--- config.mk ---
export PLATFORM = sky130hd
export DESIGN_NAME = uart_dbg_bridge
export DESIGN_NICKNAME = d
export VERILOG_FILES = /design/src/rtl/uart_dbg_bridge_pkg.sv /design/src/rtl/uart_dbg_byte_rx.sv /design/src/rtl/uart_dbg_bridge.sv
export SDC_FILE = /design/constraint.sdc
export NUM_CORES = 1
export LEC_CHECK = 0
export BUFFER_PORTS_ARGS = -buffer_cell sky130_fd_sc_hd__buf_4
export CORE_MARGIN = 2
export CORE_UTILIZATION = 61
export DETAILED_ROUTE_END_ITERATION = 10
export PLACE_DENSITY = 0.85
export SLEW_MARGIN = 10
export SYNTH_ARGS = -nofsm -noshare
export SYNTH_HDL_FRONTEND = slang
export SYNTH_SLANG_ARGS = --single-unit
--- constraint.sdc ---
create_clock -name clk_i -period 12.2 [get_ports clk_i]
set_clock_uncertainty 0.1 [all_clocks]
set_input_delay 1.83 -clock clk_i [delete_from_list [all_inputs] [get_ports clk_i]]
set_output_delay 1.83 -clock clk_i [all_outputs]
set_load 0.005 [all_outputs]
--- src/rtl/uart_dbg_bridge_pkg.sv ---
// Shared opcodes, reply/error codes, bus request struct and FSM states for the UART debug bridge.
package uart_dbg_bridge_pkg;

  localparam logic [7:0] CMD_WRITE   = 8'h01;
  localparam logic [7:0] CMD_READ    = 8'h02;

  localparam logic [7:0] RSP_WR_OK   = 8'h81;
  localparam logic [7:0] RSP_RD_OK   = 8'h82;
  localparam logic [7:0] RSP_ERR     = 8'hEE;

  localparam logic [7:0] ERR_BUS     = 8'h01;
  localparam logic [7:0] ERR_TIMEOUT = 8'h02;
  localparam logic [7:0] ERR_OPCODE  = 8'h03;

  typedef struct packed {
    logic        we;
    logic [31:0] addr;
    logic [31:0] wdata;
  } bus_req_t;

  typedef enum logic [2:0] {
    ST_IDLE,
    ST_GET_ADDR,
    ST_GET_DATA,
    ST_BUS_REQ,
    ST_BUS_WAIT,
    ST_SEND_RESP
  } bridge_state_e;

endpackage

--- src/rtl/uart_dbg_byte_rx.sv ---
// 8N1 byte receiver: 2-flop synchroniser, mid-bit sampling, byte/frame-error strobes.
module uart_dbg_byte_rx #(
  parameter int CLKS_PER_BIT = 434
) (
  input  logic       clk_i,
  input  logic       rst_i,
  input  logic       rx_i,
  output logic [7:0] byte_o,
  output logic       byte_valid_o,
  output logic       frame_err_o
);

  localparam int            CW   = $clog2(CLKS_PER_BIT);
  localparam logic [CW-1:0] HALF = CW'(CLKS_PER_BIT / 2 - 1);
  localparam logic [CW-1:0] FULL = CW'(CLKS_PER_BIT - 1);

  typedef enum logic [2:0] {RX_IDLE, RX_START, RX_DATA, RX_STOP, RX_BREAK} rx_state_e;

  rx_state_e     state_q, state_d;
  logic [1:0]    sync_q;
  logic [CW-1:0] cnt_q, cnt_d;
  logic [2:0]    bit_q, bit_d;
  logic [7:0]    sh_q, sh_d;
  logic          rx_s;

  assign rx_s   = sync_q[1];
  assign byte_o = sh_q;

  always_ff @(posedge clk_i or posedge rst_i) begin
    if (rst_i) begin
      sync_q  <= 2'b11;
      state_q <= RX_IDLE;
      cnt_q   <= '0;
      bit_q   <= '0;
      sh_q    <= '0;
    end else begin
      sync_q  <= {sync_q[0], rx_i};
      state_q <= state_d;
      cnt_q   <= cnt_d;
      bit_q   <= bit_d;
      sh_q    <= sh_d;
    end
  end

  always_comb begin
    state_d      = state_q;
    cnt_d        = cnt_q + 1'b1;
    bit_d        = bit_q;
    sh_d         = sh_q;
    byte_valid_o = 1'b0;
    frame_err_o  = 1'b0;
    unique case (state_q)
      RX_IDLE: begin
        cnt_d = '0;
        if (!rx_s) state_d = RX_START;
      end
      RX_START: if (cnt_q == HALF) begin
        cnt_d   = '0;
        bit_d   = '0;
        state_d = rx_s ? RX_IDLE : RX_DATA;
      end
      RX_DATA: if (cnt_q == FULL) begin
        cnt_d = '0;
        sh_d  = {rx_s, sh_q[7:1]};
        bit_d = bit_q + 1'b1;
        if (bit_q == 3'd7) state_d = RX_STOP;
      end
      RX_STOP: if (cnt_q == FULL) begin
        cnt_d = '0;
        if (rx_s) begin
          byte_valid_o = 1'b1;
          state_d      = RX_IDLE;
        end else begin
          frame_err_o = 1'b1;
          state_d     = RX_BREAK;
        end
      end
      // a low stop bit must not be mistaken for the next start bit
      RX_BREAK: begin
        cnt_d = '0;
        if (rx_s) state_d = RX_IDLE;
      end
      default: state_d = RX_IDLE;
    endcase
  end

endmodule

--- src/rtl/uart_dbg_bridge.sv ---
// UART command frames -> single 32-bit bus access -> UART response.
// Define UART_BRIDGE_TIMEOUT_EN to enable the bus watchdog (TIMEOUT_CYCLES).
module uart_dbg_bridge
  import uart_dbg_bridge_pkg::*;
#(
  parameter int CLKS_PER_BIT   = 434,
  parameter int TIMEOUT_CYCLES = 1024
) (
  input  logic        clk_i,
  input  logic        rst_i,
  input  logic        rx_i,
  output logic        tx_o,
  output logic        req_o,
  output logic        we_o,
  output logic [3:0]  be_o,
  output logic [31:0] addr_o,
  output logic [31:0] wdata_o,
  input  logic        gnt_i,
  input  logic        rvalid_i,
  input  logic [31:0] rdata_i,
  input  logic        err_i,
  output logic        busy_o
);

  localparam int            CW   = $clog2(CLKS_PER_BIT);
  localparam logic [CW-1:0] FULL = CW'(CLKS_PER_BIT - 1);

  bridge_state_e state_q, state_d;
  bus_req_t      bus_q;
  logic          req_q;
  logic [1:0]    byte_cnt_q;
  logic [39:0]   resp_q, resp_d;
  logic [2:0]    nresp_q, nresp_d;
  logic          resp_ld, tx_ld, tx_busy, timeout;
  logic [7:0]    rx_byte;
  logic          rx_vld, rx_ferr;
  logic          tx_q;
  logic [8:0]    tx_frm_q;
  logic [3:0]    tx_bits_q;
  logic [CW-1:0] tx_cnt_q;

  uart_dbg_byte_rx #(.CLKS_PER_BIT(CLKS_PER_BIT)) u_rx (
    .clk_i        (clk_i),
    .rst_i        (rst_i),
    .rx_i         (rx_i),
    .byte_o       (rx_byte),
    .byte_valid_o (rx_vld),
    .frame_err_o  (rx_ferr)
  );

  assign tx_o    = tx_q;
  assign req_o   = req_q;
  assign we_o    = bus_q.we;
  assign be_o    = 4'hF;
  assign addr_o  = bus_q.addr;
  assign wdata_o = bus_q.wdata;
  assign busy_o  = (state_q != ST_IDLE);
  assign tx_busy = (tx_bits_q != 4'd0);

`ifdef UART_BRIDGE_TIMEOUT_EN
  localparam int TW = $clog2(TIMEOUT_CYCLES + 1);
  logic [TW-1:0] tmo_q;
  logic          on_bus;

  assign on_bus  = (state_q == ST_BUS_REQ) || (state_q == ST_BUS_WAIT);
  assign timeout = on_bus && (tmo_q == TW'(TIMEOUT_CYCLES - 1));

  always_ff @(posedge clk_i or posedge rst_i) begin
    if (rst_i)       tmo_q <= '0;
    else if (on_bus) tmo_q <= tmo_q + 1'b1;
    else             tmo_q <= '0;
  end
`else
  // watchdog compiled out: the bridge waits on the bus indefinitely
  assign timeout = (TIMEOUT_CYCLES < 0);
`endif

  always_comb begin
    state_d = state_q;
    resp_ld = 1'b0;
    resp_d  = '0;
    nresp_d = '0;
    tx_ld   = 1'b0;
    unique case (state_q)
      ST_IDLE: if (rx_vld) begin
        if (rx_byte == CMD_WRITE || rx_byte == CMD_READ) begin
          state_d = ST_GET_ADDR;
        end else begin
          state_d = ST_SEND_RESP;
          resp_ld = 1'b1;
          resp_d  = {24'h0, ERR_OPCODE, RSP_ERR};
          nresp_d = 3'd2;
        end
      end
      ST_GET_ADDR: begin
        if (rx_ferr) state_d = ST_IDLE;
        else if (rx_vld && byte_cnt_q == 2'd3) state_d = bus_q.we ? ST_GET_DATA : ST_BUS_REQ;
      end
      ST_GET_DATA: begin
        if (rx_ferr) state_d = ST_IDLE;
        else if (rx_vld && byte_cnt_q == 2'd3) state_d = ST_BUS_REQ;
      end
      ST_BUS_REQ, ST_BUS_WAIT: begin
        if (state_q == ST_BUS_REQ && gnt_i) state_d = ST_BUS_WAIT;
        // response may arrive in the grant cycle itself
        if ((state_q == ST_BUS_WAIT || gnt_i) && rvalid_i) begin
          state_d = ST_SEND_RESP;
          resp_ld = 1'b1;
          if (err_i) begin
            resp_d  = {24'h0, ERR_BUS, RSP_ERR};
            nresp_d = 3'd2;
          end else if (bus_q.we) begin
            resp_d  = {32'h0, RSP_WR_OK};
            nresp_d = 3'd1;
          end else begin
            resp_d  = {rdata_i, RSP_RD_OK};
            nresp_d = 3'd5;
          end
        end else if (timeout) begin
          state_d = ST_SEND_RESP;
          resp_ld = 1'b1;
          resp_d  = {24'h0, ERR_TIMEOUT, RSP_ERR};
          nresp_d = 3'd2;
        end
      end
      ST_SEND_RESP: begin
        tx_ld = !tx_busy && (nresp_q != 3'd0);
        if (!tx_busy && nresp_q == 3'd0) state_d = ST_IDLE;
      end
      default: state_d = ST_IDLE;
    endcase
  end

  always_ff @(posedge clk_i or posedge rst_i) begin
    if (rst_i) begin
      state_q    <= ST_IDLE;
      bus_q      <= '0;
      req_q      <= 1'b0;
      byte_cnt_q <= '0;
      resp_q     <= '0;
      nresp_q    <= '0;
    end else begin
      state_q <= state_d;
      req_q   <= (state_d == ST_BUS_REQ);
      if (state_q == ST_IDLE && rx_vld) begin
        bus_q.we   <= (rx_byte == CMD_WRITE);
        byte_cnt_q <= '0;
      end
      // masking bits [1:0] on every shift only drops bits about to fall off
      if (state_q == ST_GET_ADDR && rx_vld) begin
        bus_q.addr <= {rx_byte, bus_q.addr[31:8]} & 32'hFFFF_FFFC;
        byte_cnt_q <= byte_cnt_q + 1'b1;
      end
      if (state_q == ST_GET_DATA && rx_vld) begin
        bus_q.wdata <= {rx_byte, bus_q.wdata[31:8]};
        byte_cnt_q  <= byte_cnt_q + 1'b1;
      end
      if (resp_ld) begin
        resp_q  <= resp_d;
        nresp_q <= nresp_d;
      end else if (tx_ld) begin
        resp_q  <= {8'h0, resp_q[39:8]};
        nresp_q <= nresp_q - 3'd1;
      end
    end
  end

  always_ff @(posedge clk_i or posedge rst_i) begin
    if (rst_i) begin
      tx_q      <= 1'b1;
      tx_frm_q  <= '1;
      tx_bits_q <= '0;
      tx_cnt_q  <= '0;
    end else if (tx_ld) begin
      tx_q      <= 1'b0;
      tx_frm_q  <= {1'b1, resp_q[7:0]};
      tx_bits_q <= 4'd10;
      tx_cnt_q  <= '0;
    end else if (tx_busy) begin
      if (tx_cnt_q == FULL) begin
        tx_cnt_q  <= '0;
        tx_bits_q <= tx_bits_q - 4'd1;
        tx_q      <= tx_frm_q[0];
        tx_frm_q  <= {1'b1, tx_frm_q[8:1]};
      end else begin
        tx_cnt_q <= tx_cnt_q + 1'b1;
      end
    end
  end

endmodule

==> results.md, run 1 <==
- # rows: 39
- CP max FO: 27
- Cell count of the worst reg-to-reg path: 7
- Post-synth cell types: 56
- Largest net degree at the start of global routing: 84
- Final Hold Fails: 0
- Effective utilization at floorplan: 61.9%
- Clock H-tree levels: 4
- Final cycle utilization of the critical path: 30.0%
- Yosys reg bits: 159
- Final TNS setup: 0 ns
- Post-route DRC: 0
- FFs w/ async S/R, synth: 100%
- Initial antenna violation count: 0
- Slew Limit Fails: 0
- Worst-Skew Late Latency: 0.43 ns
- Synth top area share: 52.8%
- Post-synthesis cell area: 7010 µm²
- Worst Tran Pin Value: 1.09 ns
- F_max: 274 MHz
- DP HPWL: 9850 µm
- Clock buffer count from CTS: 17
- Largest area contributor in the netlist: dfrtp_1
- Initial DRC count: 441
- Port Buffers: 103
- Fillers: 723
- Syn. warnings: 0
- Max Cap Viol: 0
- Top cells by area, synth: dfrtp_1 (53%), mux2_2 (12%), dfstp_2 (4.1%)
- Cts hold-fix bufs: 0
- RSZ-0062 raised after global routing: no
- CTS tree: yes
- Final WL: 15,100 µm
- Mean Syn Cell Area: 11.4 µm²
- Synth Flop Type: dfrtp_1
- Wirelength per Cell: 17.3 µm
- N_diodes: 0
- Final setup vio count: 0
- Gate Count Post-Synth: 617
- Data arrival, critical path: 3.91 ns
- Synth cell count leaders: dfrtp_1 (148), mux2_2 (73), nand2_1 (57)
- Class of the worst hold path: flip-flop to flip-flop
- Final Util: 75.4%
- CP endpoint kind: flip-flop
- Vias in the first global route: 5,139
- NumNets Final: 763
- First-pass GRT wire length: 25,000 µm
- Placer Congestion: 0.827
- Critical path type: primary input to flip-flop
- Pwr Density: 179 nW/µm²
- Clock transition at path regs: 0.06 ns
- Max IR drop VDD: 0.187 mV
- Critical Path RT: 12.46 ns
- Drt via density: 5.89
- Antenna-violating nets left: 0
- Post-synth EDFFs: 0
- Height of the die: 111 µm
- Most common cell in the synthesized netlist: dfrtp_1
- Root Buffer: clkbuf_16
- Total number of vias: 5,123
- Pleak: 4.16 nW
- Fin crit period: 3.66 ns
- Critical Path Source Type: primary input
- Die footprint: 12,400 µm²
- Total core area: 11,300 µm²
- Pre-antenna DRT Iters: 5
- Area growth from synthesis to layout: 21.7%
- Ports: 110
- Post-CTS Setup Bufs: 0
- Register area share after synthesis: 56.9%
- Hold depth: 0
- Die X: 111 µm
- All-Layer GR Usage: 25.3%
- Overflow after GRT: 0
- Max-slew headroom: 27.0%
- Fraction of layout instances using a drive strength above 1: 32.6%
- Cts repair resizes: 0
- Clock sink count: 159
- Outcome: finished clean
- CTS Buffer Depth: 2
metrics by stage:
step	power [mW]	hold slack (ns)	setup slack, ns	instances	area [µm²]
floorplan	0.868	0.245	6.00	621	7030
global placement	0.923	0.248	8.36	838	7870
detailed placement	0.943	0.247	8.20	838	7870
CTS	1.53	0.256	8.61	870	8520
global route	1.59	0.268	8.36	870	8530
finish	1.53	0.257	8.54	870	8530
cell usage in the layout, fill, tap and decap left out, drive strengths merged, types with 7 or more instances in the layout:
cell type,synthesis,final
a21oi,29,29
a22o,13,13
and3,7,7
buf,17,108
clkbuf,17,18
dfrtp,148,148
dfstp,11,11
ha,11,11
inv,11,13
mux2,73,73
mux2i,10,10
nand2,57,57
nand3,14,14
nor2,52,52
nor3,15,15
o21ai,51,51
final timing paths:
check,start,to,slack (ns)
max in group asynchronous,rst_i,tx_cnt_q[7],9.09
worst max-delay path,gnt_i,resp_q[13],8.54
min in group asynchronous,rst_i,wdata_o[9],1.41
worst min register to register,u_rx.sync_q[0],u_rx.sync_q[1],0.26
worst min-delay path,u_rx.sync_q[0],u_rx.sync_q[1],0.26
worst max register to register,tx_bits_q[0],nresp_q[2],9.02
per-layer routing:
layer  track usage, %  wire, µm  part of all wire [%]  up-vias
li1                 -         -                     -     2368
met1             32.5      6260                    41     2556
met2             41.5      7680                    51      166
met3             6.07       777                   5.2       33
met4             10.4       366                   2.4        0
met5                0         0                     0        -
sequential cells by signal (all words and copies together) (netlist names), 4 cells and up:
name         count
u_rx.byte_o      8
addr_o          30
u_rx.cnt_q       9
resp_q          40
wdata_o         32
tx_bits_q        4
tx_frm_q         8
tx_cnt_q         9
power breakdown:
| group | internal (mW) | total, mW | switching [mW] |
|---|---|---|---|
| sequential | 0.616 | 0.683 | 0.0674 |
| combinational | 0.109 | 0.263 | 0.153 |
| clock | 0.368 | 0.581 | 0.212 |
| total | 1.09 | 1.53 | 0.433 |
critical path, cell delays in order:
cell and delay (ns):
buf_4 0.12, and4b_1 0.21, o21ai_1 0.51, o21a_1 0.72, o21ai_0 0.31, a21oi_1 0.21
kinds of logic (layout without fill, tap and decap cells):
| family | count (synthesis) | count (layout) | share of synthesized area (%) |
|---|---|---|---|
| buffers and inverters | 45 | 151 | 2.93 |
| AND/OR/NAND/NOR | 189 | 189 | 13.4 |
| multiplexers | 83 | 83 | 13.2 |
| XOR/XNOR | 10 | 10 | 1.25 |
| other | 2 | 6 | 0.107 |
| flip-flops | 159 | 159 | 56.9 |
| AO/OA/AOI/OAI | 118 | 118 | 10.2 |
| adder cells (fa/ha/maj) | 11 | 11 | 1.96 |
layout make-up:
cell class	count	area, µm²	area share [%]
clock buffers	18	439	5.15
clock inverters	14	213	2.49
inverters	11	46.3	0.543
multi-input cells	417	2850	33.4
flip-flops and latches	159	3990	46.8
well taps	143	179	2.10
repair buffers	108	811	9.50
Note: power is estimated with default switching activity, not from simulation.
==> run 2, diff against run 1 <==
--- a/config.mk
+++ b/config.mk
@@ -5,11 +5,12 @@
 export SDC_FILE = /design/constraint.sdc
 export NUM_CORES = 1
 export LEC_CHECK = 0
+export ABC_AREA = 1
 export BUFFER_PORTS_ARGS = -buffer_cell sky130_fd_sc_hd__buf_4
 export CORE_MARGIN = 2
-export CORE_UTILIZATION = 61
+export CORE_UTILIZATION = 52
 export DETAILED_ROUTE_END_ITERATION = 10
-export PLACE_DENSITY = 0.85
+export PLACE_DENSITY = 0.77
 export SLEW_MARGIN = 10
 export SYNTH_ARGS = -nofsm -noshare
 export SYNTH_HDL_FRONTEND = slang
==> constraint.sdc (replaced) <==
create_clock -name clk_i -period 3 [get_ports clk_i]
set_clock_uncertainty 0.1 [all_clocks]
set_input_delay 0.45 -clock clk_i [delete_from_list [all_inputs] [get_ports clk_i]]
set_output_delay 0.45 -clock clk_i [all_outputs]
set_load 0.005 [all_outputs]
==> results.md, run 2 <==
- Outcome: finished clean
- NumNets Final: 970
- Top cells by area, synth: dfrtp_1 (50%), nand2_1 (12%), mux2_1 (4.5%)
- Cts repair resizes: 0
- Post-synth cell types: 37
- Synth Flop Type: dfrtp_1
- Hold Slack: 0.0180 ns
- # rows: 43
- Overflow after GRT: 0
- Most frequent cells in the layout: nand2_1 (245), dfrtp_1 (148), buf_4 (108)
- Clock H-tree levels: 4
- Initial DRC count: 297
- Clock sink count: 159
- Worst-Skew Late Latency: 0.43 ns
- CP max FO: 34
- Syn. warnings: 0
- Initial antenna violation count: 0
- Root Buffer: clkbuf_16
- Most flops, register: resp_q
- CP endpoint kind: flip-flop
- CTS tree: yes
- Largest register FFs: 40
- Top routing layer used: met4
- Largest area contributor in the netlist: dfrtp_1
- Final Hold Fails: 0
- M1 WL: 6850 µm
- Mean Syn Cell Area: 9.10 µm²
- F_max: 425 MHz
- Class of the worst hold path: primary input to flip-flop
- Clock buffer count from CTS: 17
- Clock transition at path regs: 0.07 ns
- Synth top area share: 49.6%
- Routed wl met3: 785 µm
- Max-slew headroom: 48.0%
- Largest net degree at the start of global routing: 94
- Fraction of layout instances using a drive strength above 1: 21.4%
- Die footprint: 15,300 µm²
- Max Cap Viol: 0
- Data arrival, critical path: 2.57 ns
- Gate Count Post-Synth: 821
- N_diodes: 0
- Post-route DRC: 0
- Worst slack, placed: 0.679 ns
- Total core area: 13,900 µm²
- Vias in the first global route: 5,415
- Die X: 124 µm
- Placer Congestion: 0.786
- Cell Area, Placed: 8330 µm²
- Height of the die: 124 µm
- Final setup vio count: 0
- Final Util: 64.0%
- Area growth from synthesis to layout: 19.4%
- Commonest non-fill, non-tap cell in the layout: nand2_1
- Drt via density: 5.07
- DP HPWL: 9970 µm
- Synth cell count leaders: nand2_1 (245), dfrtp_1 (148), inv_1 (73)
- Antenna-violating nets left: 0
- Final WL: 14,700 µm
- Critical Path RT: 3.22 ns
- Post-CTS Setup Bufs: 0
- Register area share after synthesis: 53.4%
- Effective utilization at floorplan: 53.6%
- Final worst slack: 0.650 ns
- RSZ-0062 raised after global routing: no
- Final Cell Area: 8920 µm²
- Total number of vias: 5,651
- Most common cell in the synthesized netlist: nand2_1
- Critical path type: flip-flop to flip-flop
- Wirelength per Cell: 13.2 µm
- FFs w/ async S/R, synth: 100%
- All-Layer GR Usage: 21.2%
- Max IR drop VDD: 0.504 mV
- CTS Buffer Depth: 2
- Fin crit period: 2.35 ns
- Post-synth EDFFs: 0
- Slew Limit Fails: 0
- Final TNS setup: 0 ns
- First-pass GRT wire length: 25,300 µm
- Pwr Density: 696 nW/µm²
- Ports: 110
- Final cycle utilization of the critical path: 78.3%
- WL met2: 6780 µm
- Yosys reg bits: 159
- Port Buffers: 103
- Pre-antenna DRT Iters: 5
- Critical Path Source Type: flip-flop
- Worst Tran Pin Value: 0.778 ns
- Pleak: 4.88 nW
- Post-synthesis cell area: 7470 µm²
[run 2: cell types whose count changed after synthesis, moves of 13 or more]
| cell | change |
|---|---|
| nand3_1 | +51 |
| nand2_1 | +188 |
| mux2_1 | +30 |
| a22o_1 | -13 |
| a21oi_1 | -15 |
| mux2_2 | -57 |
| inv_1 | +62 |
[run 2: final timing paths]
check	from	end	slack, ns	cells after the start
worst max-delay path	u_rx.cnt_q[1]	resp_q[31]	0.65	11
min in group asynchronous	rst_i	tx_cnt_q[4]	0.50	3
max in group asynchronous	rst_i	u_rx.sync_q[0]	1.48	4
worst max register to register	u_rx.cnt_q[1]	resp_q[31]	0.65	11
worst min register to register	u_rx.sync_q[0]	u_rx.sync_q[1]	0.26	0
worst min-delay path	rx_i	u_rx.sync_q[0]	0.02	1
[run 2: through the flow]
| stage | total power, mW | instances |
|---|---|---|
| 6_report | 6.21 | 1114 |
| 3_5_place_dp | 4.10 | 1081 |
| 4_1_cts | 6.25 | 1114 |
| 2_1_floorplan | 3.80 | 825 |
| 5_1_grt | 6.64 | 1114 |
| 3_3_place_gp | 4.04 | 1081 |
[run 2: kinds of logic after synthesis]
logic type / after synthesis / synth area share [%]
AOI/OAI and AO/OA: 82 / 5.91
xor gates and xnor gates: 7 / 0.820
adders and majority gates: 11 / 1.84
buffers and inverters: 115 / 7.27
DFF: 159 / 53.4
muxes: 52 / 7.73
other: 2 / 0.100
and+or+nand+nor: 393 / 22.9
[run 2: routing by layer]
layer / global-route usage (%) / vias up
li1: - / 2825
met1: 29.0 / 2664
met2: 33.0 / 138
met3: 4.62 / 24
met4: 8.45 / 0
met5: 0 / -
[run 2: timing repair]
action | CTS | global route
setup endpoints to repair | 0 | 0
hold buffers | 1 | 0
hold endpoints to repair | 10 | 0
[run 2: where the power goes]
part / internal [mW] / switching, mW
Combinational: 0.511 / 0.787
Clock: 1.20 / 0.941
Sequential: 2.56 / 0.220
[run 2: critical path: stages (launching register included)]
cell	delay [ns]
dfrtp_1	0.40
inv_1	0.09
ha_1	0.17
nand2_1	0.07
nor2_2	0.11
nand2_2	0.12
nor2_8	0.17
nand3_4	0.36
nand3_4	0.17
inv_2	0.24
nand2_1	0.16
nand2_1	0.07
[run 2: layout make-up]
cell class | instances | area, µm²
clock buffer | 19 | 443
clock inverter | 13 | 143
multi-input combinational | 551 | 2950
fill | 1141 | 5010
inverter | 81 | 308
tap | 180 | 225
sequential | 159 | 3990
timing repair buffer | 111 | 861
